### src/rtl/ser_pkg.sv
// Shared definitions for the bit serializer: state encoding and counter sizing.
package ser_pkg;

  // Serializer FSM states
  typedef enum logic [1:0] {
    ST_IDLE   = 2'd0,
    ST_SHIFT  = 2'd1,
    ST_PARITY = 2'd2
  } ser_state_e;

  // Bit-counter width for a given word width (at least one bit)
  function automatic int unsigned cnt_width(input int unsigned w);
    return (w > 1) ? $clog2(w) : 1;
  endfunction

endpackage

### src/rtl/ser_bit_counter.sv
// Loadable 0..WIDTH-1 bit counter; tracks which data bit is currently on x.
// Saturates at WIDTH-1; flags the last and second-to-last positions.
module ser_bit_counter
  import ser_pkg::*;
#(
  parameter int unsigned WIDTH = 8
) (
  input  logic clk,
  input  logic reset,
  input  logic load_i,
  input  logic en_i,
  output logic last_o,
  output logic penult_o
);

  localparam int unsigned CW = cnt_width(WIDTH);

  logic [CW-1:0] cnt_q;
  logic [CW-1:0] cnt_d;

  assign last_o   = (cnt_q == CW'(WIDTH - 1));
  assign penult_o = (cnt_q == CW'(WIDTH - 2));

  // Next count: reload on accept, otherwise step until the last bit
  always_comb begin
    cnt_d = cnt_q;
    if (load_i) begin
      cnt_d = '0;
    end else if (en_i && !last_o) begin
      cnt_d = cnt_q + CW'(1);
    end
  end

  // Counter register
  always_ff @(posedge clk or negedge reset) begin
    if (!reset) begin
      cnt_q <= '0;
    end else begin
      cnt_q <= cnt_d;
    end
  end

endmodule

### src/rtl/bit_serializer.sv
// Parallel-to-serial front end: accepts a WIDTH-bit word over valid/ready and
// shifts it out one bit per clock on x, back-to-back when words arrive in time.
// Optional feature macro: SER_PARITY_EN appends one even-parity bit per frame.
module bit_serializer
  import ser_pkg::*;
#(
  parameter int unsigned WIDTH     = 8,
  parameter bit          MSB_FIRST = 1'b1
) (
  input  logic             clk,
  input  logic             reset,
  input  logic [WIDTH-1:0] load_data,
  input  logic             load_valid,
  output logic             load_ready,
  output logic             x,
  output logic             x_valid,
  output logic             busy,
  output logic             frame_done
);

  ser_state_e       state_q, state_d;
  logic [WIDTH-1:0] sreg_q, sreg_d;
  logic             x_q, x_d;
  logic             xv_q, xv_d;
  logic             busy_q, busy_d;
  logic             fd_q, fd_d;
  logic             accept;
  logic             cnt_load;
  logic             cnt_en;
  logic             last_bit;
  logic             penult_bit;
`ifdef SER_PARITY_EN
  logic             par_q, par_d;
`endif

  ser_bit_counter #(
    .WIDTH(WIDTH)
  ) u_cnt (
    .clk     (clk),
    .reset   (reset),
    .load_i  (cnt_load),
    .en_i    (cnt_en),
    .last_o  (last_bit),
    .penult_o(penult_bit)
  );

  // Ready in idle or in the final cycle of a frame; never while in reset
`ifdef SER_PARITY_EN
  assign load_ready = reset && ((state_q == ST_IDLE) || (state_q == ST_PARITY));
`else
  assign load_ready = reset && ((state_q == ST_IDLE) ||
                                ((state_q == ST_SHIFT) && last_bit));
`endif

  assign accept = load_valid && load_ready;

  // Next state, shift register and next output values
  always_comb begin
    state_d  = state_q;
    sreg_d   = sreg_q;
    x_d      = 1'b0;
    fd_d     = 1'b0;
    cnt_load = 1'b0;
    cnt_en   = 1'b0;
`ifdef SER_PARITY_EN
    par_d    = par_q;
`endif

    case (state_q)
      ST_IDLE: begin
        if (accept) state_d = ST_SHIFT;
      end
      ST_SHIFT: begin
        if (!last_bit) begin
          cnt_en = 1'b1;
        end else begin
`ifdef SER_PARITY_EN
          state_d = ST_PARITY;
`else
          state_d = accept ? ST_SHIFT : ST_IDLE;
`endif
        end
      end
      ST_PARITY: begin
        state_d = accept ? ST_SHIFT : ST_IDLE;
      end
      default: begin
        state_d = ST_IDLE;
      end
    endcase

    if (accept) begin
      // First bit goes straight to x; the remainder waits in the shift register
      cnt_load = 1'b1;
      x_d      = MSB_FIRST ? load_data[WIDTH-1] : load_data[0];
      sreg_d   = MSB_FIRST ? (load_data << 1) : (load_data >> 1);
`ifdef SER_PARITY_EN
      par_d    = ^load_data;
`endif
    end else if (state_d == ST_SHIFT) begin
      x_d    = MSB_FIRST ? sreg_q[WIDTH-1] : sreg_q[0];
      sreg_d = MSB_FIRST ? (sreg_q << 1) : (sreg_q >> 1);
`ifndef SER_PARITY_EN
      fd_d   = penult_bit;
`endif
    end
`ifdef SER_PARITY_EN
    else if (state_d == ST_PARITY) begin
      x_d  = par_q;
      fd_d = 1'b1;
    end
`endif

    xv_d   = (state_d != ST_IDLE);
    busy_d = (state_d != ST_IDLE);
  end

  // State, datapath and output registers
  always_ff @(posedge clk or negedge reset) begin
    if (!reset) begin
      state_q <= ST_IDLE;
      sreg_q  <= '0;
      x_q     <= 1'b0;
      xv_q    <= 1'b0;
      busy_q  <= 1'b0;
      fd_q    <= 1'b0;
`ifdef SER_PARITY_EN
      par_q   <= 1'b0;
`endif
    end else begin
      state_q <= state_d;
      sreg_q  <= sreg_d;
      x_q     <= x_d;
      xv_q    <= xv_d;
      busy_q  <= busy_d;
      fd_q    <= fd_d;
`ifdef SER_PARITY_EN
      par_q   <= par_d;
`endif
    end
  end

  assign x          = x_q;
  assign x_valid    = xv_q;
  assign busy       = busy_q;
  assign frame_done = fd_q;

endmodule

### config.mk
export PLATFORM = sky130hd
export DESIGN_NAME = bit_serializer
export DESIGN_NICKNAME = d
export VERILOG_FILES = /design/src/rtl/ser_pkg.sv /design/src/rtl/ser_bit_counter.sv /design/src/rtl/bit_serializer.sv
export SDC_FILE = /design/constraint.sdc
export NUM_CORES = 1
export LEC_CHECK = 0
export CAP_MARGIN = 20
export CORE_AREA = 2 2 39 41
export DETAILED_ROUTE_END_ITERATION = 8
export DIE_AREA = 0 0 41 43
export DONT_BUFFER_PORTS = 1
export PLACE_DENSITY = 0.68
export SYNTH_ARGS = -nofsm -noshare
export SYNTH_HDL_FRONTEND = slang
export SYNTH_SLANG_ARGS = --single-unit
### constraint.sdc
create_clock -name clk -period 2.02 [get_ports clk]
set_input_delay 0.404 -clock clk [delete_from_list [all_inputs] [get_ports clk]]
set_output_delay 0.404 -clock clk [all_outputs]
set_load 0.02 [all_outputs]
* Word-level counts from Yosys, hierarchy flattened
Cells that the tools add are included.
** Cells by class
- $add $sub $neg :: 1
- Equal/unequal tests :: 5
- Muxes and demuxes :: 15
- Reduce and logical (&&, ||, !) cells :: 10
** Operators by type and width (number)
- 8-bit two-way mux :: 2
- 1-bit two-way mux :: 8
- 3-bit equality test (second input constant) :: 2
- 3-bit two-way mux :: 2
- 2-bit one-hot mux with 3 select lines :: 1
- 2-bit nonzero test :: 3
- 2-bit by 1-bit equality test with 1-bit output (second input constant) :: 2
- 1-bit logical AND :: 4
- 2-bit two-way mux :: 2
- 3-bit by 1-bit adder with 3-bit output (second input constant) :: 1
- 2-bit equality test (second input constant) :: 1
- 2-bit zero test :: 1
- 1-bit zero test :: 1
- 1-bit logical OR :: 1
** Word-level totals
- Register bits :: 16
- Output and inout bits :: 5
- Word-level logic and storage cells :: 37

* Longest topological paths before layout
Gate-level depths: netlist of the first run.
- Word-level depth :: 11
- Gate-level depth with buffers :: 6

* Modules after synthesis
Synthesis of the first run repeated with hierarchy kept, for this count alone.
** Second synthesis, totals
- Cells, all modules :: 56
- Area total of the unflattened synthesis :: 728.2 um2
** By module, submodules not included
- bit_serializer :: times used 1, cells an instance 38, area each 519.2 um2, seq. area each 300.3 um2
- ser_bit_counter :: times used 1, cells an instance 18, area each 209.0 um2, seq. area each 75.1 um2

* Worst setup path before layout of the first run
No wires, ideal clock.
- Kind :: reg2reg
- Start :: register u_cnt.cnt_q[0]
- End :: register sreg_q[2]
- Data arrival time :: 1.515 ns
- Slack :: 0.379 ns
- Stages on the path, launching flop included :: 7
- Path buffers :: 1
- Cells stage by stage :: dfrtp_1 > ha_1 > ha_1 > nand2b_4 > and4b_4 > buf_6 > a221o_1
** On the way
- Word-level cells in the longest chain between the ends :: 10
- Elaborated cells on any way between the ends :: 12
- Classes of those cells :: eq/ne (2); mux (5); reduce/logical (5)
** RTL lines
- from (decl) :: line ser_bit_counter.sv:18 : logic [CW-1:0] cnt_q;
- from (signal assigned) :: line ser_bit_counter.sv:39 : cnt_q <= cnt_d;
- 3-bit equality test * :: line ser_bit_counter.sv:21 : assign last_o = (cnt_q == CW'(WIDTH - 1));
- 1-bit logical AND :: line bit_serializer.sv:52 : ((state_q == ST_SHIFT) && last_bit));
- 1-bit logical OR :: line bit_serializer.sv:51 : assign load_ready = reset && ((state_q == ST_IDLE) ||
- 1-bit logical AND :: line bit_serializer.sv:51
- 1-bit logical AND :: line bit_serializer.sv:55 : assign accept = load_valid && load_ready;
- 1-bit two-way mux :: line bit_serializer.sv:80, bit_serializer.sv:85
- 2-bit two-way mux :: line bit_serializer.sv:74 : if (!last_bit) begin
- 2-bit one-hot mux with 3 select lines :: line bit_serializer.sv:69 : case (state_q)
- 2-bit by 1-bit equality test with 1-bit output :: line bit_serializer.sv:100 : end else if (state_d == ST_SHIFT) begin
- 2-bit nonzero test (no source line)
- to (signal assigned) :: line bit_serializer.sv:132 : sreg_q <= sreg_d;
- to (decl) :: line bit_serializer.sv:22 : logic [WIDTH-1:0] sreg_q, sreg_d;
Mark *: on every way between the ends. The rest lies on a longest branch, timed or not.
A chain may end at the register's enable or synchronous reset.

* Final worst setup path of the first run
- Start :: register u_cnt.cnt_q[0]
- End :: output load_ready
** On the way
- Word-level cells in the longest chain between the ends :: 4
** RTL lines
- 3-bit equality test :: line ser_bit_counter.sv:21
- 1-bit logical AND :: line bit_serializer.sv:52
- 1-bit logical OR :: line bit_serializer.sv:51
- 1-bit logical AND :: line bit_serializer.sv:51
- to (decl) :: line bit_serializer.sv:14 : output logic load_ready,
Every way passes these cells.

==> key figures, run 1 <==
Floorplanning
  – Rows: 14
  – Die width: 41 µm
  – Die area: 0.00176 mm²
  – I/O pin cnt: 16
  – Initial core utilization: 50.7%
  – Core ar.: 0.00138 mm²
  – Die outline height: 43 µm

Flow run
  – Max cap viols: 0

Global routing
  – Global-route wire length before repair: 1890 µm
  – Grt total ovfl: 0
  – Initial antenna violation count: 0
  – Total GRT Usage: 16.8%
  – Pin count of the biggest net entering global routing: 16
  – Number of global-route vias before repair: 431

Synthesis
  – Post-synth cell types: 25
  – Post-Syn Nets: 70
  – Mapped Cells: 56
  – Top-count cell post-synth: dfrtp_1
  – Seq cells post-synth: 15
  – Top cells by area, synth: dfrtp_1 (53%), a221o_1 (5.7%), ha_1 (5.3%)
  – FFs w/ async S/R, synth: 100%
  – Yosys warning total: 0
  – Post-synth top area cell: dfrtp_1
  – Synth Cell Area: between 700 and 800 µm²
  – Synth top area share: 53.5%
  – Most common flop cell mapped by yosys: dfrtp_1
  – Commonest cells in the netlist: dfrtp_1 (15), a221o_1 (4), and2_1 (4)
  – Number of enable flip-flop cells after synthesis: 0
  – Sequential fraction of the synthesis area: about 53%
  – Syn Area/Cell: 12.5 µm²

Worst setup path
  – Reg2reg end: sreg_q[4]$_DFFE_PN0P_
  – Worst R2R Start: u_cnt.cnt_q[0]$_DFFE_PN0P_
  – Crit path kind: register to output pin
  – Worst r2r path cells: 5
  – Crit path launch type: register
  – Critical Path AT: 1.53 ns
  – R2R Setup Slk: 0.34 ns
  – CP Capture Point: load_ready
  – Worst Path Required: 1.62 ns
  – CP endpoint kind: output pin
  – Worst-path maximum fanout: 6
  – CP startpoint: u_cnt.cnt_q[0]$_DFFE_PN0P_

Clock tree
  – Clk_lat worst skew: ~0.28 ns
  – Clock tree sinks: 15
  – # resized after CTS: 0
  – CTS tree: done
  – CTS Buf Count: 3
  – Clock buffer depth: 2
  – H-tree Lvls: 1
  – Clock slew at reported path FFs: ~0.09 ns
  – Root Buffer: clkbuf_4

Timing
  – Slew Limit Fails: 0
  – Period minus WS final: 1.93 ns
  – Final period util: between 90% and 100%
  – Clk_skew: 0.00742 ns
  – Final TNS setup: 0 ns
  – RSZ-0062 raised after global routing: no
  – Worst rel slew slack: 55.6%
  – Fin. Hold Viols: 0
  – Worst-Margin Slew: 0.663 ns
  – Fmax: 518 MHz
  – Setup violators final: 0

Finish
  – Layout net count: 75
  – Post-route cell area: ~750 µm²
  – Non-Filler Instances: between 70 and 80
  – Antenna Cells: 0
  – Area Overhead vs Synth: 6.60%
  – Ratio of cells with drive above 1 in the final layout: 25.0%

Power
  – Pwr Density: between 900 and 1000 mW/mm²
  – Leakage: 0.362 nW
  – Worst vdd ir: 0.481 mV

Routing
  – Iteration-0 DRC Markers: 9
  – DR pass1 iterations: 3
  – Mean routed wirelength per cell: 15.2 µm
  – DR DRC count: 0
  – Antenna Nets Post-Route: 0
  – Drt total wl: roughly 1200 µm
  – Via/cell ratio: between 5 and 6
  – Vias: 405

Place
  – Port bufs: 0
  – Placer congestion estimate: between 0.6 and 0.7
  – Post-DP HPWL: 826 µm
  – Dpl cells: 71
  – Placed inst area: roughly 710 µm²

Min path
  – HP Class: input pin to register

Run status
  – Status: complete, no violations
## stage by stage
step	hold WS, ns	power, mW	util [%]	setup WS [ns]
6_report	0.257	0.714	54.1	0.0901
3_3_place_gp	0.109	0.542	51.4	0.371
5_1_grt	0.239	0.761	54.1	0.0332
3_5_place_dp	0.109	0.543	51.4	0.349
2_1_floorplan	0.108	0.519	-	0.379
4_1_cts	0.249	0.721	54.1	0.0754
## worst min-delay path by stage
stage / from / endpoint / slack [ns] / depth (start not counted)
6_report: load_data[1] / sreg_q[2]$_DFFE_PN0P_ / 0.26 / 1
4_1_cts: load_data[4] / sreg_q[5]$_DFFE_PN0P_ / 0.25 / 1
3_3_place_gp: reset / frame_done$_DFF_PN0_ / 0.11 / 0
2_1_floorplan: reset / busy$_DFF_PN0_ / 0.11 / 0
3_5_place_dp: reset / u_cnt.cnt_q[2]$_DFFE_PN0P_ / 0.11 / 0
5_1_grt: load_data[7] / x$_DFF_PN0_ / 0.24 / 1
## placed cells by master, fill, tap and decap left out
cell,instances
nor3b_2,1
o21ai_0,2
buf_4,2
o221a_2,2
nand4b_1,1
and3b_2,1
clkbuf_4,3
nor2_1,1
ha_1,3
a221o_1,4
inv_1,3
and2_1,4
dlygate4sd3_1,1
conb_1,1
nand2_1,2
nand2b_4,1
mux2_2,1
dfrtp_1,15
and4b_4,1
a22o_2,1
clkinv_2,1
xnor2_1,1
nand2b_1,3
a21oi_1,2
a21o_2,1
and3_1,1
nor2b_1,1
## layout make-up
| class | instances | area (µm²) |
|---|---|---|
| clock buffer | 3 | 22.5 |
| inverter | 3 | 11.3 |
| multi-input combinational | 35 | 289 |
| sequential | 15 | 375 |
| tap | 16 | 20.0 |
| timing repair buffer | 3 | 25.0 |
| fill | 120 | 636 |
| clock inverter | 1 | 5.00 |
## cells by family (layout without fill, tap and decap cells)
family / after synthesis / in the layout / synth area share (%)
and+or+nand+nor: 17 / 17 / 18.0
muxes: 1 / 1 / 1.60
other: 1 / 1 / 0.534
AOI/OAI and AO/OA: 12 / 12 / 14.4
buffers and inverters: 6 / 10 / 5.35
DFF: 15 / 15 / 53.5
xor gates and xnor gates: 1 / 1 / 1.25
adders and majority gates: 3 / 3 / 5.35
## metal layers
| metal | track usage [%] | share of wire [%] | up-vias |
|---|---|---|---|
| li1 | - | - | 204 |
| met1 | 23.6 | 48 | 187 |
| met2 | 21.3 | 45 | 12 |
| met3 | 4.71 | 5.4 | 2 |
| met4 | 12.0 | 1.6 | 0 |
| met5 | 0 | 0 | - |
## worst max-delay path, stage by stage (launching register included)
cell and delay (ns):
dfrtp_1 0.42, ha_1 0.21, ha_1 0.20, nand2b_4 0.16, and3b_2 0.26
## power by group
| part | internal, mW | switching [mW] | total [mW] |
|---|---|---|---|
| logic | 0.0808 | 0.0523 | 0.133 |
| clock network | 0.0735 | 0.0969 | 0.170 |
| registers | 0.363 | 0.0474 | 0.411 |
| total | 0.517 | 0.197 | 0.714 |
## registers in the layout, summed over array words and instances (netlist names)
name         flops
frame_done       1
busy             1
x                1
sreg_q           7
state_q          2
u_cnt.cnt_q      3
## what timing repair did
item,CTS,global route
hold buffers,1,0
endpoints found under the setup margin,0,0
hold endpoints to repair,15,0
setup buffers,0,0
Power figures use the tool's default switching activity.
==> run 2: changes to the inputs <==
Settings changed: TNS_END_PERCENT from default to 100.
==> results of run 2 <==
Same layout as run 1: the final DEF is identical, and so are final timing and power.
==> run 3: changes to the inputs <==
==> constraint.sdc (replaced) <==
create_clock -name clk -period 2.02 [get_ports clk]
set_input_delay 0.404 -clock clk [delete_from_list [all_inputs] [get_ports clk]]
set_output_delay 0.404 -clock clk [all_outputs]
set_load 0.005 [all_outputs]
==> results of run 3 <==
Same layout as run 1 (identical final DEF). Status: complete, no violations.
Among the figures that moved: setup slack after layout 0.0901 ns -> 0.131 ns; total power 0.714 mW -> 0.707 mW
